<file path="src/rtl/run_mode_controller.sv">
// JPEG-LS run-mode controller: counts pixels matching the run value and emits
// run-segment, end-of-line tail and interruption tokens, tracking RUNindex.
module run_mode_controller #(
    parameter int unsigned pixel_length    = 8,
    parameter int unsigned runcount_length = 16,
    parameter int unsigned runindex_length = 5,
    parameter int unsigned near            = 0
) (
    input  logic                       clk,
    input  logic                       reset,
    input  logic                       start_enc,
    input  logic                       in_valid,
    output logic                       in_ready,
    input  logic [pixel_length-1:0]    in_x,
    input  logic [pixel_length-1:0]    in_a,
    input  logic                       in_eol,
    output logic                       out_valid,
    input  logic                       out_ready,
    output logic [1:0]                 out_kind,
    output logic [15:0]                out_value,
    output logic [4:0]                 out_len,
    output logic [pixel_length-1:0]    out_x,
    output logic [pixel_length-1:0]    out_a,
    output logic [runindex_length-1:0] out_runindex,
    output logic [runcount_length-1:0] run_count,
    output logic [runindex_length-1:0] run_index
);

    localparam int unsigned CW = runcount_length + 1;

    typedef enum logic [0:0] {StIdle, StActive} state_e;

    // J[RUNindex]: run-length order per RUNindex
    function automatic logic [3:0] j_of(input logic [4:0] idx);
        logic [3:0] j;
        if (idx < 5'd16) begin
            j = 4'(idx >> 2);
        end else if (idx < 5'd24) begin
            j = 4'(4 + ((idx - 5'd16) >> 1));
        end else begin
            j = 4'(idx - 5'd16);
        end
        return j;
    endfunction

    state_e                      state_q, state_d;
    logic [runcount_length-1:0]  count_q, count_d;
    logic [runindex_length-1:0]  runindex_q, runindex_d;
    logic                        out_valid_q, out_valid_d;
    logic [1:0]                  out_kind_q, out_kind_d;
    logic [15:0]                 out_value_q, out_value_d;
    logic [4:0]                  out_len_q, out_len_d;
    logic [pixel_length-1:0]     out_x_q, out_x_d;
    logic [pixel_length-1:0]     out_a_q, out_a_d;
    logic [runindex_length-1:0]  out_runindex_q, out_runindex_d;

    logic [3:0]              j;
    logic [CW-1:0]           rg;
    logic [CW-1:0]           c_ext;
    logic [pixel_length-1:0] diff;
    logic                    match;
    logic [15:0]             seg_mask;
    logic                    accept;

    // Datapath: run limit, incremented count and |x - a| match test
    always_comb begin
        j        = j_of(5'(runindex_q));
        rg       = CW'(1) << j;
        c_ext    = {1'b0, count_q} + CW'(1);
        diff     = (in_x >= in_a) ? (in_x - in_a) : (in_a - in_x);
        match    = (32'(diff) <= near);
        seg_mask = (16'(1) << j) - 16'd1;
        in_ready = (state_q == StActive) && !start_enc && (!out_valid_q || out_ready);
        accept   = in_valid && in_ready;
    end

    // Next-state: scan restart, run counting and token generation
    always_comb begin
        state_d        = state_q;
        count_d        = count_q;
        runindex_d     = runindex_q;
        out_valid_d    = out_valid_q && !out_ready;
        out_kind_d     = out_kind_q;
        out_value_d    = out_value_q;
        out_len_d      = out_len_q;
        out_x_d        = out_x_q;
        out_a_d        = out_a_q;
        out_runindex_d = out_runindex_q;

        if (start_enc) begin
            // Restart drops any pending token
            state_d     = StActive;
            count_d     = '0;
            runindex_d  = '0;
            out_valid_d = 1'b0;
        end else if (accept) begin
            if (match && (c_ext != rg) && !in_eol) begin
                count_d = count_q + runcount_length'(1);
            end else begin
                out_valid_d    = 1'b1;
                out_runindex_d = runindex_q;
                out_x_d        = '0;
                out_a_d        = '0;
                out_value_d    = 16'd1;
                out_len_d      = 5'd1;
                count_d        = '0;
                if (match && (c_ext == rg)) begin
                    out_kind_d = 2'b00;
                    if (runindex_q != '1) begin
                        runindex_d = runindex_q + runindex_length'(1);
                    end
                end else if (match) begin
                    out_kind_d = 2'b01;
                end else begin
                    // Interruption: J-bit count remainder behind a leading 0
                    out_kind_d  = 2'b10;
                    out_value_d = 16'(count_q) & seg_mask;
                    out_len_d   = {1'b0, j} + 5'd1;
                    out_x_d     = in_x;
                    out_a_d     = in_a;
                    if (runindex_q != '0) begin
                        runindex_d = runindex_q - runindex_length'(1);
                    end
                end
            end
        end
    end

    // State and token registers
    always_ff @(posedge clk or negedge reset) begin
        if (!reset) begin
            state_q        <= StIdle;
            count_q        <= '0;
            runindex_q     <= '0;
            out_valid_q    <= 1'b0;
            out_kind_q     <= '0;
            out_value_q    <= '0;
            out_len_q      <= '0;
            out_x_q        <= '0;
            out_a_q        <= '0;
            out_runindex_q <= '0;
        end else begin
            state_q        <= state_d;
            count_q        <= count_d;
            runindex_q     <= runindex_d;
            out_valid_q    <= out_valid_d;
            out_kind_q     <= out_kind_d;
            out_value_q    <= out_value_d;
            out_len_q      <= out_len_d;
            out_x_q        <= out_x_d;
            out_a_q        <= out_a_d;
            out_runindex_q <= out_runindex_d;
        end
    end

    assign out_valid    = out_valid_q;
    assign out_kind     = out_kind_q;
    assign out_value    = out_value_q;
    assign out_len      = out_len_q;
    assign out_x        = out_x_q;
    assign out_a        = out_a_q;
    assign out_runindex = out_runindex_q;
    assign run_count    = count_q;
    assign run_index    = runindex_q;

endmodule
</file>
<file path="config.mk">
export PLATFORM = sky130hd
export DESIGN_NAME = run_mode_controller
export DESIGN_NICKNAME = d
export VERILOG_FILES = /design/src/rtl/run_mode_controller.sv
export SDC_FILE = /design/constraint.sdc
export NUM_CORES = 1
export LEC_CHECK = 0
export ABC_AREA = 1
export BUFFER_PORTS_ARGS = -buffer_cell sky130_fd_sc_hd__buf_2
export CORE_MARGIN = 2
export CORE_UTILIZATION = 54
export DETAILED_ROUTE_END_ITERATION = 8
export PLACE_DENSITY = 0.77
export SYNTH_ARGS = -nofsm -noshare
export SYNTH_HDL_FRONTEND = slang
export SYNTH_SLANG_ARGS = --single-unit
</file>
<file path="constraint.sdc">
create_clock -name clk -period 7.8 [get_ports clk]
set_clock_uncertainty 0.1 [all_clocks]
set_input_delay 1.56 -clock clk [delete_from_list [all_inputs] [get_ports clk]]
set_output_delay 1.56 -clock clk [all_outputs]
set_load 0.01 [all_outputs]
</file>
==> impl_metrics.ini, run 1 <==
[critical_path]
crit_arrival_ps = 4660
crit_slowest_cell = dfrtp_1
worst_r2r_endpoint = run_index[4]
r2r_slack_ps = 3300
reg2reg_from = run_index[4]
startpoint_type = flip-flop
cp.required_ps = 7960
cp_num_buf_inv = 5
end_kind = flip-flop
crit_end = run_index[4]
crit_cells = 25
timing.critical_path.from = run_index[4]
critPathTopFamily = simple AND/OR/NAND/NOR gates
slowest_delay_ps = 570
r2r.worst_path.cells = 25
cp_max_fo = 13
critPathKind = reg -> reg
cp_common_cell = nand2_1

[timing]
setup_slack_ps = 3300
slew_headroom = 0.410
finalCritPeriodShare = 0.577
fin_crit_ps = 4500
finalSetupViolCount = 0
final_hold_viol_count = 0
worst_pin_slew_ps = 885
finalSetupTns_ps = 0
rsz0062_at_grt = false
clock.fmax_mhz = 222
drv_slew = 0

[routing]
drcViolationCount = 0
vias_per_cell = 5.54
route.met2.wl_mm = 6.56
wl_met1_mm = 6.59
drt_iter0_markers = 390
drt_wl_total_mm = 14.4
dr_wl_met3_um = 955
routed.top_layer = met4
drt_first_pass_iters = 6
num_vias = 5237
avgRoutedWirePerCell_um = 15.3
antenna_left = 0

[floorplan]
fp.dieW_um = 101
dieHeight_um = 101
num_rows = 35
initial_utilization = 0.554
dieArea_um2 = 10200
ios = 89
coreArea_um2 = 9200

[cts]
cts_hold_buf = 0
postCtsSetupBuffers = 0
cts_tree = yes
cts_root_buf = clkbuf_8
cts_buffers = 9
ctsResizeCount = 0
numClockSinks = 67
clock_latency_ps = 360
ctsHtreeMaxLevel = 3
max-clock-path-buffers = 2
clk_pin_slew_worst_paths_ps = 80

[global_route]
grt_pass1_wl_mm = 23.0
grt-ovfl-total = 0
grt_max_degree = 68
grt_pass1_vias = 4705
antenna_found_initial = 0
grt_use_total = 0.286

[placed_design]
port_buffers = 88
post-place-ws_ps = 3110
gp_congestion = 1.01
place_hpwl_mm = 11.0
placed_cells = 929

[synthesis]
synth.ff_latch_count = 67
async_flop_share = 1.00
ys_warn_count = 0
yosys.area.top_type = dfrtp_1
netlist.area_leader.share = 0.329
synth_nets = 792
synth_edf_count = 0
ys_seq_area_frac = 0.329
yosys-top-cells-area = dfrtp_1 (33%), nand2_1 (19%), inv_1 (7.1%)
synthCells = 743
yosysUniqueCellTypes = 37
synthFlopType = dfrtp_1
synth_area_um2 = 5100
synth_area_per_cell_um2 = 6.86

[worst_hold_path]
hold_path.class = reg -> reg

[final_layout]
fillers = 839
diodes = 0
drive_gt1_frac = 0.201
syn_to_final_growth_pct = 14.8
fin_nets = 878
final_cells = 945

[power]
irDropWorstVdd_mv = 0.176
leakage_nw = 3.20
powerDensity_nw_per_um2 = 255

[run]
drv_cap = 0

[status]
outcome = finished clean
state kept, by name, summed over array words and instances (netlist names):
signal        flops
out_value        16
out_kind          2
out_len           5
out_runindex      5
out_valid         1
run_count        16
out_x             8
state_q           1
run_index         5
out_a             8
final cells by class:
class                      instances  area [um2]  share of cell area
sequential                        67        1680               0.286
inverter                         103         392              0.0669
clock buffer                       9         124              0.0212
clock inverter                     7         146              0.0250
multi-input combinational        559        2930               0.500
tap                              111         139              0.0237
timing repair buffer              89         448              0.0765
synth_stat cells (3+ instances only):
library cell	instances
nor3_1	5
buf_2	7
nor2_4	9
inv_2	3
nand2_1	259
nand3b_1	4
buf_6	5
o21ai_2	27
nor2_2	7
xor2_1	7
o21ai_0	25
ha_1	26
o22ai_1	14
nand2_2	8
dfrtp_1	67
nor2_1	58
nand3_1	65
inv_1	97
a21oi_1	14
nand4_1	14
worst register-to-register path, delay by kind of cell, from the launching register on:
family	cells	cell delay [ps]
AND/OR/NAND/NOR	14	1920
buffers and inverters	5	550
adder cells (fa/ha/maj)	3	860
flip-flops	1	570
AO/OA/AOI/OAI	3	430
layer usage:
| layer | vias up | track usage |
|---|---|---|
| met5 | - | 0 |
| li1 | 2538 | - |
| met3 | 31 | 0.0366 |
| met4 | 0 | 0.0915 |
| met1 | 2420 | 0.418 |
| met2 | 248 | 0.442 |
cell families (layout without fill, tap and decap cells):
kind of cell / Yosys count / in the layout / synth area share
adder cells (fa/ha/maj): 27 / 27 / 0.0677
XOR/XNOR: 7 / 7 / 0.0120
flip-flops: 67 / 67 / 0.329
AO/OA/AOI/OAI: 87 / 87 / 0.111
AND/OR/NAND/NOR: 438 / 438 / 0.383
buffers and inverters: 117 / 208 / 0.0969
where the power goes:
group          internal [mW]  switching [mW]  leakage [nW]
clock                  0.248           0.156         0.134
sequential             0.393          0.0510         0.884
combinational          0.216           0.427          2.18
total                  0.857           0.634          3.20
layout by cell type (no fill, tap or decap), drive strengths merged, types with 3 or more instances in the layout:
master and instances:
ha 26, dfrtp 67, o22ai 14, nand2 271
inv 104, bufinv 4, buf 89, nor2 74
nand3b 4, xor2 7, a21oi 14, nor3 5
nand3 66, or2 3, clkbuf 9, nand4 14
o21ai 53
how the worst min path moves through the flow:
stage	start	end	slack [ps]	cells past startpoint
2_1_floorplan	state_q	state_q	320	2
3_3_place_gp	state_q	state_q	330	2
3_5_place_dp	state_q	state_q	340	2
4_1_cts	state_q	state_q	360	2
5_1_grt	state_q	state_q	390	2
6_report	state_q	state_q	360	2
stage by stage:
stage / total power [mW] / util / area (um2) / hold WS [ps]
6_report: 1.49 / 0.636 / 5850 / 360
5_1_grt: 1.60 / 0.636 / 5850 / 394
4_1_cts: 1.48 / 0.636 / 5850 / 363
3_5_place_dp: 1.08 / 0.607 / 5580 / 343
3_3_place_gp: 1.07 / 0.607 / 5580 / 334
2_1_floorplan: 0.899 / - / 5100 / 322
Power figures use the tool's default switching activity.
==> run 2: changes to the inputs <==
==> constraint.sdc (replaced) <==
create_clock -name clk -period 4.4 [get_ports clk]
set_clock_uncertainty 0.1 [all_clocks]
set_input_delay 0.88 -clock clk [delete_from_list [all_inputs] [get_ports clk]]
set_output_delay 0.88 -clock clk [all_outputs]
set_load 0.01 [all_outputs]
==> run 2 against run 1 <==
  * Die area stayed put
  * Largest power group unchanged
  * Utilization fell by 0.42 points
  * Register-to-register slack got worse by 2900 ps
  * Sequential cell count is the same
  * Largest cell class unchanged
  * Worst hold slack got worse by 6.0 ps
  * Worst setup slack got worse by 2900 ps
  * Critical path depth is 1 higher
  * Non-clock buffer count up 1
  * Cell count rose by 0.11%
  * Maximum frequency rose by 12%
==> impl_metrics.ini, run 2 (synthesis results as in run 1) <==
[status]
outcome = finished clean

[final_layout]
syn_to_final_growth_pct = 14.0
layout_commonest_cell = nand2_1
diodes = 0
drive_gt1_frac = 0.206
final_cell_mix = nand2_1 (259), inv_1 (97), buf_2 (88), dfrtp_1 (66), nand3_1 (65)
final_area_um2 = 5810
fin_nets = 879
final_cells = 946

[power]
irDropWorstVdd_mv = 0.343
leakage_nw = 3.18
powerDensity_nw_per_um2 = 425

[cts]
clk_pin_slew_worst_paths_ps = 80
ctsResizeCount = 0
postCtsSetupBuffers = 0
cts_hold_buf = 0
clock_latency_ps = 350
ctsHtreeMaxLevel = 3
cts_root_buf = clkbuf_8
cts_buffers = 9
numClockSinks = 67
cts_tree = yes
max-clock-path-buffers = 2

[critical_path]
startpoint_type = flip-flop
cp_max_fo = 10
cp.required_ps = 4560
crit_arrival_ps = 4190
critPathKind = reg -> reg
worst_r2r_endpoint = run_index[4]
r2r.worst_path.cells = 26
r2r_slack_ps = 380
slowest_delay_ps = 560
reg2reg_from = run_index[3]
crit_slowest_cell = dfrtp_1
end_kind = flip-flop
cp_common_cell = nand2_1

[timing]
fin_crit_ps = 4020
worst_pin_slew_ps = 1070
final_hold_viol_count = 0
finalCritPeriodShare = 0.914
slew_headroom = 0.284
rsz0062_at_grt = false
finalSetupViolCount = 0
setup_slack_ps = 380
drv_slew = 0
clock.fmax_mhz = 249
finalSetupTns_ps = 0

[worst_hold_path]
whs_path_depth = 2
hold_end = state_q
hold_path.class = reg -> reg
min-delay-start = state_q

[routing]
avgRoutedWirePerCell_um = 15.1
drt_first_pass_iters = 5
vias_per_cell = 5.43
antenna_left = 0
drt_wl_total_mm = 14.2
num_vias = 5140
drcViolationCount = 0
drt_iter0_markers = 359

[global_route]
grt-ovfl-total = 0
antenna_found_initial = 0
grt_pass1_wl_mm = 23.3
grt_use_total = 0.289
grt_pass1_vias = 4821
grt_max_degree = 47

[placed_design]
place_area_um2 = 5590
port_buffers = 88
post-place-ws_ps = 235
place_hpwl_mm = 11.2
gp_congestion = 0.990
placed_cells = 930

[run]
drv_cap = 0

[floorplan]
dieHeight_um = 101
dieArea_um2 = 10200
num_rows = 35
ios = 89
coreArea_um2 = 9200
initial_utilization = 0.554
fp.dieW_um = 101
## run 2: cell count changes in the layout (fill, tap and decap cells not counted), sizes merged
| cell | delta |
|---|---|
| bufinv | -3 |
| buf | +1 |
| clkinv | +1 |
| clkinvlp | +1 |
| inv | +1 |
## run 2: per-stage QoR
step	utilization	hold WS, ps	total power [mW]
2_1_floorplan	-	322	1.59
3_3_place_gp	0.608	334	1.87
3_5_place_dp	0.608	343	1.90
4_1_cts	0.630	362	2.46
5_1_grt	0.632	383	2.68
6_report	0.632	354	2.47
## run 2: worst max-delay path by stage
stage,cells past startpoint,to,from
floorplan,27,run_index[4],run_index[3]
global placement,25,run_index[4],run_index[4]
detailed placement,25,run_index[4],run_index[4]
CTS,25,run_index[4],run_index[4]
global route,26,run_index[4],run_index[3]
finish,26,run_index[4],run_index[3]
## run 2: layout make-up
class | instances | area, um2
Fill cell | 856 | 3380
Multi-Input combinational cell | 559 | 2940
Sequential cell | 67 | 1680
Timing Repair Buffer | 90 | 455
Inverter | 103 | 392
Tap cell | 111 | 139
Clock buffer | 9 | 124
Clock inverter | 7 | 83.8
## run 2: routing by layer
layer / vias to the layer above / routed length, um / GRT usage
met5: - / 0 / 0
met4: 0 / 314 / 0.0904
met3: 29 / 831 / 0.0580
met2: 176 / 6510 / 0.461
met1: 2392 / 6590 / 0.397
li1: 2543 / - / -
## run 2: power breakdown
part	internal (mW)	leakage, nW	switching [mW]
Combinational	0.389	2.20	0.741
Clock	0.272	0.102	0.287
Sequential	0.698	0.883	0.0851
## run 2: worst max-delay path, delay by kind of cell (launching register included)
family | cells | cell delay, ps
adder cells (fa/ha/maj) | 3 | 820
AND/OR/NAND/NOR | 14 | 1480
AO/OA/AOI/OAI | 3 | 420
flip-flops | 1 | 560
buffers and inverters | 6 | 560
==> run 3: changes to the inputs <==
--- a/config.mk
+++ b/config.mk
@@ -6,11 +6,11 @@
 export NUM_CORES = 1
 export LEC_CHECK = 0
 export ABC_AREA = 1
-export BUFFER_PORTS_ARGS = -buffer_cell sky130_fd_sc_hd__buf_2
 export CORE_MARGIN = 2
 export CORE_UTILIZATION = 54
 export DETAILED_ROUTE_END_ITERATION = 8
-export PLACE_DENSITY = 0.77
+export DONT_BUFFER_PORTS = 1
+export PLACE_DENSITY = 0.69
 export SYNTH_ARGS = -nofsm -noshare
 export SYNTH_HDL_FRONTEND = slang
 export SYNTH_SLANG_ARGS = --single-unit
==> constraint.sdc (replaced) <==
create_clock -name clk -period 4.4 [get_ports clk]
set_clock_uncertainty 0.1 [all_clocks]
set_input_delay 0.88 -clock clk [delete_from_list [all_inputs] [get_ports clk]]
set_output_delay 0.88 -clock clk [all_outputs]
set_load 0.005 [all_outputs]
==> run 3 against run 2 <==
  * Clock-buffer cell count unchanged
  * First-iteration DRC count is 22% lower
  * Design area fell by 7.6%
  * Routed wire length down 0.41%
  * Cell count shrank 9.3%
  * Via count down 7.2%
  * Global-route usage down 0.12 points
  * Largest power group unchanged
  * Highest routed layer unchanged
==> impl_metrics.ini, run 3 (synthesis results as in run 1) <==
[timing]
slew_headroom = 0.513
worst_pin_slew_ps = 729
final_hold_viol_count = 0
rsz0062_at_grt = false
finalSetupViolCount = 0
hold_slack_ps = 115
drv_slew = 0
finalSetupTns_ps = 0
finalCritPeriodShare = 0.900
clock.fmax_mhz = 253
setup_slack_ps = 442
fin_crit_ps = 3960

[floorplan]
fp.dieW_um = 101
initial_utilization = 0.554
dieHeight_um = 101
ios = 89
dieArea_um2 = 10200
coreArea_um2 = 9200
num_rows = 35

[placed_design]
place_area_um2 = 5150
place_hpwl_mm = 10.9
gp_congestion = 0.936
post-place-ws_ps = 220
port_buffers = 0
placed_cells = 842

[final_layout]
final_cells = 858
utilization = 0.584
layout_commonest_cell = nand2_1
fin_nets = 791
drive_gt1_frac = 0.112
syn_to_final_growth_pct = 5.40
final_cell_mix = nand2_1 (259), inv_1 (97), dfrtp_1 (66), nand3_1 (65), nor2_1 (58)
diodes = 0
final_area_um2 = 5370

[routing]
drt_first_pass_iters = 6
num_vias = 4771
antenna_left = 0
vias_per_cell = 5.56
drt_iter0_markers = 281
drcViolationCount = 0
drt_wl_total_mm = 14.2
avgRoutedWirePerCell_um = 16.5

[power]
powerDensity_nw_per_um2 = 439
irDropWorstVdd_mv = 0.304
finalPower_mw = 2.36
leakage_nw = 2.76

[critical_path]
cp_common_cell = nand2_1
critPathKind = reg -> reg
r2r.worst_path.cells = 25
cp_max_fo = 11
crit_slowest_cell = dfrtp_1
cp_num_buf_inv = 5
crit_cells = 25
r2r_slack_ps = 440
crit_arrival_ps = 4120
end_kind = flip-flop
critPathTopFamily = simple AND/OR/NAND/NOR gates
startpoint_type = flip-flop
slowest_delay_ps = 560
cp.required_ps = 4560

[cts]
cts_root_buf = clkbuf_8
clk_pin_slew_worst_paths_ps = 90
cts_tree = yes
numClockSinks = 67
postCtsSetupBuffers = 0
cts_hold_buf = 0
ctsResizeCount = 0
cts_buffers = 9
clock_latency_ps = 350
max-clock-path-buffers = 2
ctsHtreeMaxLevel = 3

[global_route]
grt_pass1_vias = 4477
grt_max_degree = 68
grt_use_total = 0.288
grt_pass1_wl_mm = 22.7
antenna_found_initial = 0
grt-ovfl-total = 0

[run]
drv_cap = 0

[status]
outcome = finished clean

[worst_hold_path]
hold_path.class = in -> async
## run 3: power breakdown
group	switching [mW]	internal, mW
sequential	0.108	0.698
combinational	0.659	0.333
clock	0.289	0.272
## run 3: cell type report
| type | instances | area, um2 |
|---|---|---|
| clock inverters | 7 | 83.8 |
| fillers | 884 | 3820 |
| well taps | 111 | 139 |
| clock buffers | 9 | 124 |
| inverters | 103 | 392 |
| flip-flops and latches | 67 | 1680 |
| multi-input cells | 559 | 2940 |
| repair buffers | 2 | 15.0 |
## run 3: path summary, 6_finish.rpt
check / to / start
setup reg to reg: run_index[4] / run_index[4]
hold reg to reg: state_q / state_q
min in group clk: state_q / state_q
hold / removal: out_value[8] / reset
setup / recovery: run_index[4] / run_index[4]
max in group asynchronous: run_index[3] / reset
## run 3: routing by layer
layer,GRT usage,routed length [um],vias to the layer above
met2,0.446,6430,204
met5,0,0,-
li1,-,-,2363
met3,0.0780,1290,25
met4,0.101,294,0
met1,0.388,6170,2179
